<file path="src/rtl/arm_mem_pkg.sv">
// Shared definitions for the IF/MEM memory arbiter: FSM states, grant encoding and
// the width of the access wait counter.
package arm_mem_pkg;

  typedef enum logic [1:0] {
    StIdle   = 2'd0,
    StAccess = 2'd1,
    StDone   = 2'd2
  } state_e;

  typedef enum logic {
    GntIf  = 1'b0,
    GntMem = 1'b1
  } grant_e;

  localparam int unsigned CntW = 4;

  // Counter preload so that the zero flag rises in the last ACCESS cycle.
  function automatic logic [CntW-1:0] wait_preload(input int unsigned wait_cycles);
    return CntW'(wait_cycles - 1);
  endfunction

endpackage

</file>
<file path="src/rtl/arb_wait_counter.sv">
// Down-counter pacing one memory access: synchronous load, decrement that stops at zero,
// and a zero flag marking the final access cycle.
module arb_wait_counter
  import arm_mem_pkg::*;
#(
  parameter int unsigned Width = CntW
) (
  input  logic             clk,
  input  logic             rst_n,
  input  logic             load,
  input  logic [Width-1:0] load_val,
  input  logic             dec,
  output logic             zero
);

  logic [Width-1:0] cnt_q, cnt_d;

  always_comb begin
    cnt_d = cnt_q;
    if (load) begin
      cnt_d = load_val;
    end else if (dec && (cnt_q != '0)) begin
      cnt_d = cnt_q - Width'(1);
    end
  end

  always_ff @(posedge clk or negedge rst_n) begin
    if (!rst_n) begin
      cnt_q <= '0;
    end else begin
      cnt_q <= cnt_d;
    end
  end

  assign zero = (cnt_q == '0);

endmodule

</file>
<file path="src/rtl/if_mem_arbiter.sv">
// Single-port memory arbiter between the fetch (IF) and load/store (MEM) stages.
// Optional ARB_ROUND_ROBIN_EN: simultaneous requests alternate instead of MEM always winning.
module if_mem_arbiter
  import arm_mem_pkg::*;
#(
  parameter int unsigned ADDR_W      = 32,
  parameter int unsigned DATA_W      = 32,
  parameter int unsigned WAIT_CYCLES = 4
) (
  input  logic              clk,
  input  logic              rst_n,
  input  logic              if_req,
  input  logic [ADDR_W-1:0] if_addr,
  output logic [DATA_W-1:0] if_rdata,
  output logic              if_ready,
  output logic              if_stall,
  input  logic              mem_req,
  input  logic              mem_we,
  input  logic [ADDR_W-1:0] mem_addr,
  input  logic [DATA_W-1:0] mem_wdata,
  output logic [DATA_W-1:0] mem_rdata,
  output logic              mem_ready,
  output logic              mem_stall,
  output logic              m_en,
  output logic              m_we,
  output logic [ADDR_W-1:0] m_addr,
  output logic [DATA_W-1:0] m_wdata,
  input  logic [DATA_W-1:0] m_rdata
);

  localparam logic [CntW-1:0] CntInit = wait_preload(WAIT_CYCLES);

  state_e            state_q, state_d;
  grant_e            grant_q, grant_d;
  grant_e            pick;
  logic [ADDR_W-1:0] addr_q, addr_d;
  logic              we_q, we_d;
  logic [DATA_W-1:0] wdata_q, wdata_d;
  logic [DATA_W-1:0] if_rdata_q, if_rdata_d;
  logic [DATA_W-1:0] mem_rdata_q, mem_rdata_d;
  logic              cnt_load, cnt_dec, cnt_zero;
  logic              any_req;

  assign any_req = if_req | mem_req;

`ifdef ARB_ROUND_ROBIN_EN
  grant_e last_q, last_d;

  // On a tie the requester not served last wins; last_q resets to IF so MEM wins first.
  always_comb begin
    if (if_req && mem_req) begin
      pick = (last_q == GntIf) ? GntMem : GntIf;
    end else if (mem_req) begin
      pick = GntMem;
    end else begin
      pick = GntIf;
    end
    last_d = last_q;
    if ((state_q == StIdle) && any_req) begin
      last_d = pick;
    end
  end

  always_ff @(posedge clk or negedge rst_n) begin
    if (!rst_n) begin
      last_q <= GntIf;
    end else begin
      last_q <= last_d;
    end
  end
`else
  // Fixed priority: the older instruction in MEM always progresses first.
  always_comb begin
    pick = mem_req ? GntMem : GntIf;
  end
`endif

  arb_wait_counter #(
    .Width(CntW)
  ) u_wait_counter (
    .clk     (clk),
    .rst_n   (rst_n),
    .load    (cnt_load),
    .load_val(CntInit),
    .dec     (cnt_dec),
    .zero    (cnt_zero)
  );

  always_comb begin
    state_d     = state_q;
    grant_d     = grant_q;
    addr_d      = addr_q;
    we_d        = we_q;
    wdata_d     = wdata_q;
    if_rdata_d  = if_rdata_q;
    mem_rdata_d = mem_rdata_q;
    cnt_load    = 1'b0;
    cnt_dec     = 1'b0;
    unique case (state_q)
      StIdle: begin
        if (any_req) begin
          state_d  = StAccess;
          grant_d  = pick;
          cnt_load = 1'b1;
          if (pick == GntMem) begin
            addr_d  = mem_addr;
            we_d    = mem_we;
            wdata_d = mem_wdata;
          end else begin
            addr_d  = if_addr;
            we_d    = 1'b0;
            wdata_d = '0;
          end
        end
      end
      StAccess: begin
        cnt_dec = 1'b1;
        if (cnt_zero) begin
          state_d = StDone;
          if (grant_q == GntIf) begin
            if_rdata_d = m_rdata;
          end else if (!we_q) begin
            mem_rdata_d = m_rdata;
          end
        end
      end
      StDone: begin
        state_d = StIdle;
      end
      default: begin
        state_d = StIdle;
      end
    endcase
  end

  always_ff @(posedge clk or negedge rst_n) begin
    if (!rst_n) begin
      state_q     <= StIdle;
      grant_q     <= GntIf;
      addr_q      <= '0;
      we_q        <= 1'b0;
      wdata_q     <= '0;
      if_rdata_q  <= '0;
      mem_rdata_q <= '0;
    end else begin
      state_q     <= state_d;
      grant_q     <= grant_d;
      addr_q      <= addr_d;
      we_q        <= we_d;
      wdata_q     <= wdata_d;
      if_rdata_q  <= if_rdata_d;
      mem_rdata_q <= mem_rdata_d;
    end
  end

  // Memory-side outputs are forced to zero outside ACCESS so the bus is quiet when idle.
  always_comb begin
    m_en      = (state_q == StAccess);
    m_we      = m_en & we_q;
    m_addr    = m_en ? addr_q : '0;
    m_wdata   = m_we ? wdata_q : '0;
    if_ready  = (state_q == StDone) && (grant_q == GntIf);
    mem_ready = (state_q == StDone) && (grant_q == GntMem);
    if_stall  = if_req & ~if_ready;
    mem_stall = mem_req & ~mem_ready;
    if_rdata  = if_rdata_q;
    mem_rdata = mem_rdata_q;
  end

endmodule

</file>
<file path="config.mk">
export PLATFORM = sky130hd
export DESIGN_NAME = if_mem_arbiter
export DESIGN_NICKNAME = d
export VERILOG_FILES = /design/src/rtl/arm_mem_pkg.sv /design/src/rtl/arb_wait_counter.sv /design/src/rtl/if_mem_arbiter.sv
export SDC_FILE = /design/constraint.sdc
export NUM_CORES = 1
export LEC_CHECK = 0
export CAP_MARGIN = 20
export CORE_MARGIN = 2
export CORE_UTILIZATION = 32
export DETAILED_ROUTE_END_ITERATION = 10
export PLACE_DENSITY = 0.62
export SLEW_MARGIN = 10
export SYNTH_ARGS = -nofsm -noshare
export SYNTH_HDL_FRONTEND = slang
export SYNTH_SLANG_ARGS = --single-unit
</file>
<file path="constraint.sdc">
create_clock -name clk -period 2.1 [get_ports clk]
set_input_delay 0.42 -clock clk [delete_from_list [all_inputs] [get_ports clk]]
set_output_delay 0.42 -clock clk [all_outputs]
set_load 0.01 [all_outputs]
</file>
Word level (Yosys, flattened, before mapping)
Index checks and enable logic that the tools add are counted.
- add/sub/neg operators: 1
- $mul: 0
- div/mod/pow operators: 0
- order comparisons: 0
- equality and inequality tests: 4
- shifts and indexed selects: 0
- mux-type cells: 14
- bitwise logic cells: 8
- reduce and logical (&&, ||, !) cells: 11
- operators by type and width (cell ; count):
    two-way mux 32 bit ; 4
    two-way mux 4 bit ; 2
    two-way mux 1 bit ; 5
    logical NOT 4 bit ; 1
    two-way mux 2 bit ; 2
    inverter 1 bit ; 4
    case mux 2 bit (2 select lines) ; 1
    AND reduction 2 bit ; 2
    AND reduction 4 bit ; 1
    nonzero test 4 bit ; 1
    subtractor 4 x 1 -> 4 bit, second input constant ; 1
    bitwise AND 1 bit ; 3
    logical AND 1 bit ; 3
    AND reduction 3 bit ; 1
    equality test 2 x 1 -> 1 bit, second input constant ; 1
    equality test 2 bit, second input constant ; 1
    logical NOT 2 bit ; 1
    != test 2 x 1 -> 1 bit, second input constant ; 1
    != test 2 bit, second input constant ; 1
    nonzero test 2 bit ; 1
    bitwise OR 1 bit ; 1
- register bits after elaboration: 136
- bits in latches: 0
- memory bits (writable): 0
- memory bits (read-only): 0
- output and inout bits: 134
- logic and storage cells: 46
- memories: 0

Longest topological paths before layout
Gate-level depths: netlist of run 1.
- depth after elaboration: 5
- mapped depth: 7
- gate-level depth less buffers: 5

Modules after synthesis
From an unflattened synthesis of run 1, not the netlist that was laid out.
- cells, all modules: 435
- area, all modules: 6332.3 um^2
- modules (own cells, without submodules) (module ; instances ; cells an instance ; area each (um^2) ; sequential area each (um^2)):
    if_mem_arbiter ; 1 ; 408 ; 6062.1 ; 3303.2
    arb_wait_counter ; 1 ; 27 ; 270.3 ; 100.1

Least setup slack after synthesis of run 1
Ideal clock, no wire load.
- path kind: flip-flop to flip-flop
- start: register u_wait_counter.cnt_q[0]
- end: register mem_rdata_q[10], in the netlist mem_rdata[10]
- arrival time: 1.978 ns
- data required time: 1.975 ns
- setup slack: -0.003 ns
- cell stages (with the launch flop): 8
- path buffers: 2
- clock period less this slack: 2.103 ns
- path through: dfrtp_1 inv_1 ha_1 or3b_4 or4_4 buf_6 buf_12 mux2_4
- word-level cells in the longest chain between the ends: 2
- RTL lines (what ; line ; source):
    start, declared ; arb_wait_counter.sv:16 ; logic [Width-1:0] cnt_q, cnt_d;
    start signal, assigned ; arb_wait_counter.sv:31 ; cnt_q <= cnt_d;
    logical NOT 4 bit ; arb_wait_counter.sv:35 ; assign zero = (cnt_q == '0);
    AND reduction 4 bit (no line) ; - ;
    end signal, assigned ; if_mem_arbiter.sv:152 ; mem_rdata_q <= mem_rdata_d;
    end, declared ; if_mem_arbiter.sv:40 ; logic [DATA_W-1:0] mem_rdata_q, mem_rdata_d;
No other way between the ends.
A chain may end at the register's enable or synchronous reset.

Worst setup path after layout of run 1
- start: register u_wait_counter.cnt_q[0]
- end: register mem_rdata_q[28], in the netlist mem_rdata[28]
Same word-level chain as after synthesis.

==> metrics.md, run 1 <==
| Metric | Value |
|---|---|
| Max clock buf depth | `2` |
| WP data arrival | `2.43 ns` |
| Setup TNS | `-0.738 ns` |
| Die area | `~20000 um^2` |
| Syn Inst Count | `471` |
| Fin area | `9880 um^2` |
| Status | `finished with violations` |
| Reg2reg setup slack | `-0.04 ns` |
| Setup crit start kind | `register` |
| Min Tclk post-route | `2.14 ns` |
| Failing checks | `negative hold slack, negative setup slack` |
| Number of diodes | `0` |
| Top Family by Delay on Critical Path | `simple AND/OR/NAND/NOR gates` |
| Synthesized flop and latch total | `136` |
| Synth area leaders | `dfrtp_1 (56%), mux2_4 (7.5%), mux2_2 (6.2%)` |
| Worst Path Required | `2.39 ns` |
| Starting Density | `32.5%` |
| First-pass GRT wire length | `28.0 mm` |
| Clock latency on the worst-skew pair | `0.42 ns` |
| CTS Buf Count | `17` |
| Post-DP HPWL | `roughly 12 mm` |
| FFs w/ async S/R, synth | `between 90% and 100%` |
| R2r startpoint | `u_wait_counter.cnt_q[0]` |
| DR iter-0 viols | `about 170` |
| DR DRC count | `0` |
| DIE WIDTH | `141 um` |
| Initial antenna violation count | `0` |
| FP Rows | `50` |
| Leading post-synthesis cells by instance count | `dfrtp_1 (136), o21ai_0 (68), and2_1 (34), and3_1 (34)` |
| Most common cell in the netlist | `dfrtp_1` |
| Syn_nets | `606` |
| Final Max Tran Viols | `0` |
| Share of cells above drive strength 1 | `30.7%` |
| Final wirelength | `17.9 mm` |
| Unrepaired setup endpoints after global routing | `true` |
| Synth Area in Adders | `0.415%` |
| DIE HEIGHT | `~140 um` |
| Maximum fanout along the worst path | `16` |
| Top-area cell type share of the netlist area | `about 56%` |
| Input/output buffers | `266` |
| Net count reported at finish | `885` |
| CTS tree | `yes` |
| Final Cycle Share | `102%` |
| Simple-gate portion of the synthesized area | `8.76%` |
| Power density over the cells | `1480 nW/um^2` |
| Total GRT Usage | `17.8%` |
| Worst Tran Pin Value | `between 0.5 and 0.6 ns` |
| Syn Area/Cell | `12.8 um^2` |
| Cells on worst reg2reg path | `6` |
| CORE AREA | `approximately 19000 um^2` |
| Layout Skew | `0.00909 ns` |
| Synth warnings | `0` |
| Hold Vio Cnt, Final | `11` |
| XOR/XNOR Fraction of Synth Area | `0%` |
| EDFF count, synth | `0` |
| Synth unique cells | `31` |
| Crit path largest cell delay | `0.50 ns` |
| Synthesis-to-finish area growth | `63.9%` |
| Post-synth top flop | `dfrtp_1` |
| Largest family of logic cells by synthesized area | `multiplexers` |
| Critical path type | `register to register` |
| Hold Slack | `-0.0141 ns` |
| Slew HR | `about three fifths` |
| Number of global-route vias before repair | `5314` |
| GPL Wtd Cong | `0.782` |
| Largest area contributor in the netlist | `dfrtp_1` |
| Buf/Inv on CP | `2` |
| Setup Viol. Count Final | `26` |
| Htree depth | `4` |
| Synthesized area | `6030 um^2` |
| Post-synthesis mux area share | `between 15 and 20%` |
| Total of max-cap violations | `0` |
| Vias post-DR | `4877` |
| Top Ports | `267` |
| Grt total ovfl | `0` |
| Dpl cell area | `9040 um^2` |
| Setup WS post-layout | `-0.0432 ns` |
| Sink Count | `136` |
| Clk slew on worst S/H paths | `0.06 ns` |
| VDD IR max | `541 uV` |
| Post-synthesis compound-gate area fraction | `11.0%` |
| Max Clock Freq | `0.467 GHz` |
| CP max stage cell | `or4_4` |
| Root Buffer | `clkbuf_16` |
| Cells along the critical path | `inv_2 > ha_4 > or3b_4 > or4_4 > buf_16 > mux2_4` |
| Leakage | `4.56 nW` |
| Worst Hold Class | `input pin to asynchronous set/reset pin` |
| Routed Antenna Nets | `0` |
| DR WL/cell | `18.0 um` |
| Largest net degree at the start of global routing | `62` |
| Worst r2r dst | `mem_rdata[28]` |
| Hold buffers post-CTS | `0` |
| Worst Setup End Kind | `register` |
| First-pass DRT Iterations | `4` |
| Seq/Total Area, Yosys | `a little under three fifths` |
| Vias per cell | `4.90` |
[flip-flops by register name (all words and copies together), names as in the netlist]
name	flops
state_q	2
wdata_q	32
addr_q	32
grant_q	1
if_rdata	32
u_wait_counter.cnt_q	4
we_q	1
mem_rdata	32
[cells by family after synthesis]
kind of cell	count (synthesis)
fa+ha+maj	2
mux	98
flops	136
buf+inv	46
simple gates	84
compound gates	105
[timing repair]
item / CTS / global route
gates cloned: 3 / 4
buffers inserted: 7 / 2
endpoints found under the setup margin: 70 / 100
hold endpoints to repair: 0 / 0
pin swaps: 0 / 1
resized for setup: 277 / 57
[layout by cell type (no fill, tap or decap), drive strengths merged, types with 6 or more instances in the layout]
cell and instances:
clkdlybuf4s50 194, dfrtp 136, buf 97, o21ai 68, mux2 65, and2 34, and3 34, a22o 33
mux2i 33, clkbuf 23, inv 6
[final cells by class]
type	instances	area, um^2
Tap cell	234	293
Fill cell	1583	8700
Clock inverter	11	195
Clock buffer	20	457
Multi-Input combinational cell	289	2550
Sequential cell	136	3400
Inverter	6	26.3
Timing Repair Buffer	300	2960
[metrics by stage]
step | worst slack [ns] | util (%) | std cells | power [mW]
6_report | -0.0432 | 53.2 | 996 | 14.6
5_1_grt | -0.0680 | 53.2 | 996 | 15.5
4_1_cts | -0.0807 | 51.4 | 993 | 14.4
3_5_place_dp | 0.00577 | 48.6 | 953 | 11.0
3_3_place_gp | 0.0317 | 48.6 | 953 | 10.9
2_1_floorplan | 0.00443 | - | 471 | 7.58
[worst reg2reg max path, cell delays in order, from the launching register on]
cell	delay (ns)
dfrtp_1	0.40
inv_2	0.09
ha_4	0.13
or3b_4	0.37
or4_4	0.50
buf_16	0.21
mux2_4	0.32
[power by group]
part           switching [mW]  internal (mW)  leakage (nW)  total (mW)
Clock                    1.10           2.17         0.320        3.27
Sequential              0.728           3.94          1.65        4.67
Combinational            2.80           3.89          2.59        6.69
[worst max-delay path by stage]
stage / from / end / slack [ns] / depth (start not counted)
5_1_grt: state_q[1] / m_wdata[22] / -0.07 / 5
2_1_floorplan: u_wait_counter.cnt_q[1] / mem_rdata[10] / 0.004 / 7
6_report: u_wait_counter.cnt_q[0] / mem_rdata[28] / -0.04 / 6
4_1_cts: state_q[1] / m_wdata[7] / -0.08 / 7
3_5_place_dp: u_wait_counter.cnt_q[1] / mem_rdata[28] / 0.006 / 6
3_3_place_gp: u_wait_counter.cnt_q[1] / mem_rdata[22] / 0.03 / 6
[routing by layer]
layer  global-route usage (%)  routed length (um)
met2                     29.2                8780
met1                     22.4                7760
met3                     4.62                1020
met4                     7.26                 397
met5                        0                   0
Note: power is estimated with default switching activity, not from simulation.
==> run 2, diff against run 1 <==
CORE_UTILIZATION = 38   (was 32)
PLACE_DENSITY = 0.73   (was 0.62)
==> run 2 against run 1 <==
Against the previous run: the flow finishes with violations (negative setup slack); sequential power about the same; fmax up 0.10%; utilization grew 8.3 points; clock-buffer cell count decreased by 1; power is 1.3% lower.
==> metrics.md, run 2 (synthesis results as in run 1) <==
| Metric | Value |
|---|---|
| Vias per cell | `between 4 and 5` |
| Layout Cells excl Fill | `approximately 1000` |
| Total of max-cap violations | `0` |
| Worst Hold Class | `register to register` |
| Input/output buffers | `266` |
| Slew HR | `between 60% and 70%` |
| DR WL/cell | `17.4 um` |
| Die area | `16900 um^2` |
| Most frequent cells in the layout | `clkdlybuf4s50_1 (194), dfrtp_1 (136), o21ai_0 (67)` |
| Clk slew on worst S/H paths | `0.06 ns` |
| Critical path type | `register to primary output` |
| Unrepaired setup endpoints after global routing | `true` |
| Hold path cells | `1` |
| Finished Core Util | `61.5%` |
| Power Total | `14.4 mW` |
| CTS Buf Count | `17` |
| Leakage | `4.54 nW` |
| Number of diodes | `0` |
| Synthesis-to-finish area growth | `60.2%` |
| Top Ports | `around 270` |
| DR iter-0 viols | `182` |
| Sink Count | `136` |
| Worst Setup End Kind | `primary output` |
| Final Cycle Share | `102%` |
| Setup crit start kind | `register` |
| Net count reported at finish | `about 880` |
| Failing checks | `negative setup slack` |
| Final wirelength | `17.0 mm` |
| Grt total ovfl | `0` |
| WP data arrival | `around 1.7 ns` |
| First-pass DRT Iterations | `4` |
| Worst Path Required | `1.68 ns` |
| Power density over the cells | `1490 nW/um^2` |
| Maximum fanout along the worst path | `4` |
| Worst Tran Pin Value | `0.560 ns` |
| Number of global-route vias before repair | `5062` |
| Setup WS post-layout | `-0.0409 ns` |
| Max Clock Freq | `0.467 GHz` |
| CTS tree | `yes` |
| Fin area | `9660 um^2` |
| DIE HEIGHT | `130 um` |
| Final Max Tran Viols | `0` |
| Share of cells above drive strength 1 | `a little under a third` |
| Total GRT Usage | `20.5%` |
| Root Buffer | `clkbuf_16` |
| DR DRC count | `0` |
| Status | `finished with violations` |
| Most common cell after layout, fill and taps aside | `clkdlybuf4s50_1` |
| First-pass GRT wire length | `26.5 mm` |
| Routed Antenna Nets | `0` |
| VDD IR max | `590 uV` |
| DIE WIDTH | `130 um` |
| Largest net degree at the start of global routing | `52` |
| Cells on worst reg2reg path | `6` |
| Min Tclk post-route | `2.14 ns` |
| Clock latency on the worst-skew pair | `slightly above 0.4 ns` |
| Post-DP HPWL | `11.8 mm` |
| FP Rows | `46` |
| Htree depth | `4` |
| Hold Vio Cnt, Final | `0` |
| CORE AREA | `15700 um^2` |
| Starting Density | `38.4%` |
| Max clock buf depth | `2` |
| Vias post-DR | `4875` |
| Placed insts | `935` |
| Layout Skew | `roughly 0.0066 ns` |
| Setup Viol. Count Final | `15` |
| GPL Wtd Cong | `0.774` |
| Initial antenna violation count | `0` |
| Dpl cell area | `9030 um^2` |
==> run 2: changes by cell type in the layout (fill, tap and decap cells not counted), sizes merged <==
| cell | delta |
|---|---|
| buf | -6 |
| inv | +2 |
| clkinv | -2 |
| bufbuf | -1 |
| dlygate4sd3 | +1 |
| clkdlybuf4s15 | +2 |
| clkinvlp | +2 |
| clkbuf | +4 |
| dlygate4sd2 | -4 |
==> run 2: worst max-delay path: stages, from the launching register on <==
cell and delay [ns]:
dfrtp_1 0.39, buf_4 0.14, buf_4 0.13, inv_1 0.08
and3_2 0.23, nor2b_1 0.05, dlygate4sd2_1 0.28
==> run 2: layer usage <==
layer  vias up  share of wire, %  track usage [%]
met3        25               6.2             5.37
met1      2402                42             25.1
met5         -                 0                0
met2       209                50             34.2
li1       2239                 -                -
met4         0               1.8             8.67
==> run 2: worst paths after layout <==
check / startpoint / endpoint / slack [ns]
worst max-delay path: state_q[0] / mem_stall / -0.04
worst min-delay path: if_rdata[2] / if_rdata[2] / 0.49
worst max register to register: u_wait_counter.cnt_q[1] / mem_rdata[27] / 0
worst min register to register: if_rdata[2] / if_rdata[2] / 0.49
max in group asynchronous: rst_n / if_rdata[21] / 0.94
min in group asynchronous: rst_n / wdata_q[16] / 0.53
==> run 2: area by class of cell <==
class | instances | area (um^2)
fillers | 1221 | 6050
flip-flops and latches | 136 | 3400
repair buffers | 297 | 2810
multi-input cells | 289 | 2490
clock buffers | 19 | 443
well taps | 216 | 270
clock inverters | 13 | 218
inverters | 6 | 26.3
==> run 2: stage by stage <==
step	hold slack [ns]	setup WS [ns]	TNS (ns)
finish	0.494	-0.0409	-0.298
global route	0.514	-0.110	-2.72
CTS	0.496	-0.124	-0.875
detailed placement	0.413	0.0148	0
global placement	0.400	0.0509	0
floorplan	0.124	0.00443	0
==> run 2: where the power goes <==
group          switching [mW]  total [mW]  internal [mW]
registers               0.740        4.68           3.94
logic                    2.70        6.44           3.74
clock network            1.16        3.32           2.16
==> run 2: repair_timing <==
item,CTS,global route
hold endpoints to repair,47,0
setup endpoints to repair,70,99
gates cloned,1,1
resized for setup,292,31
buffers inserted,5,4
hold buffers,1,0
pin swaps,6,4
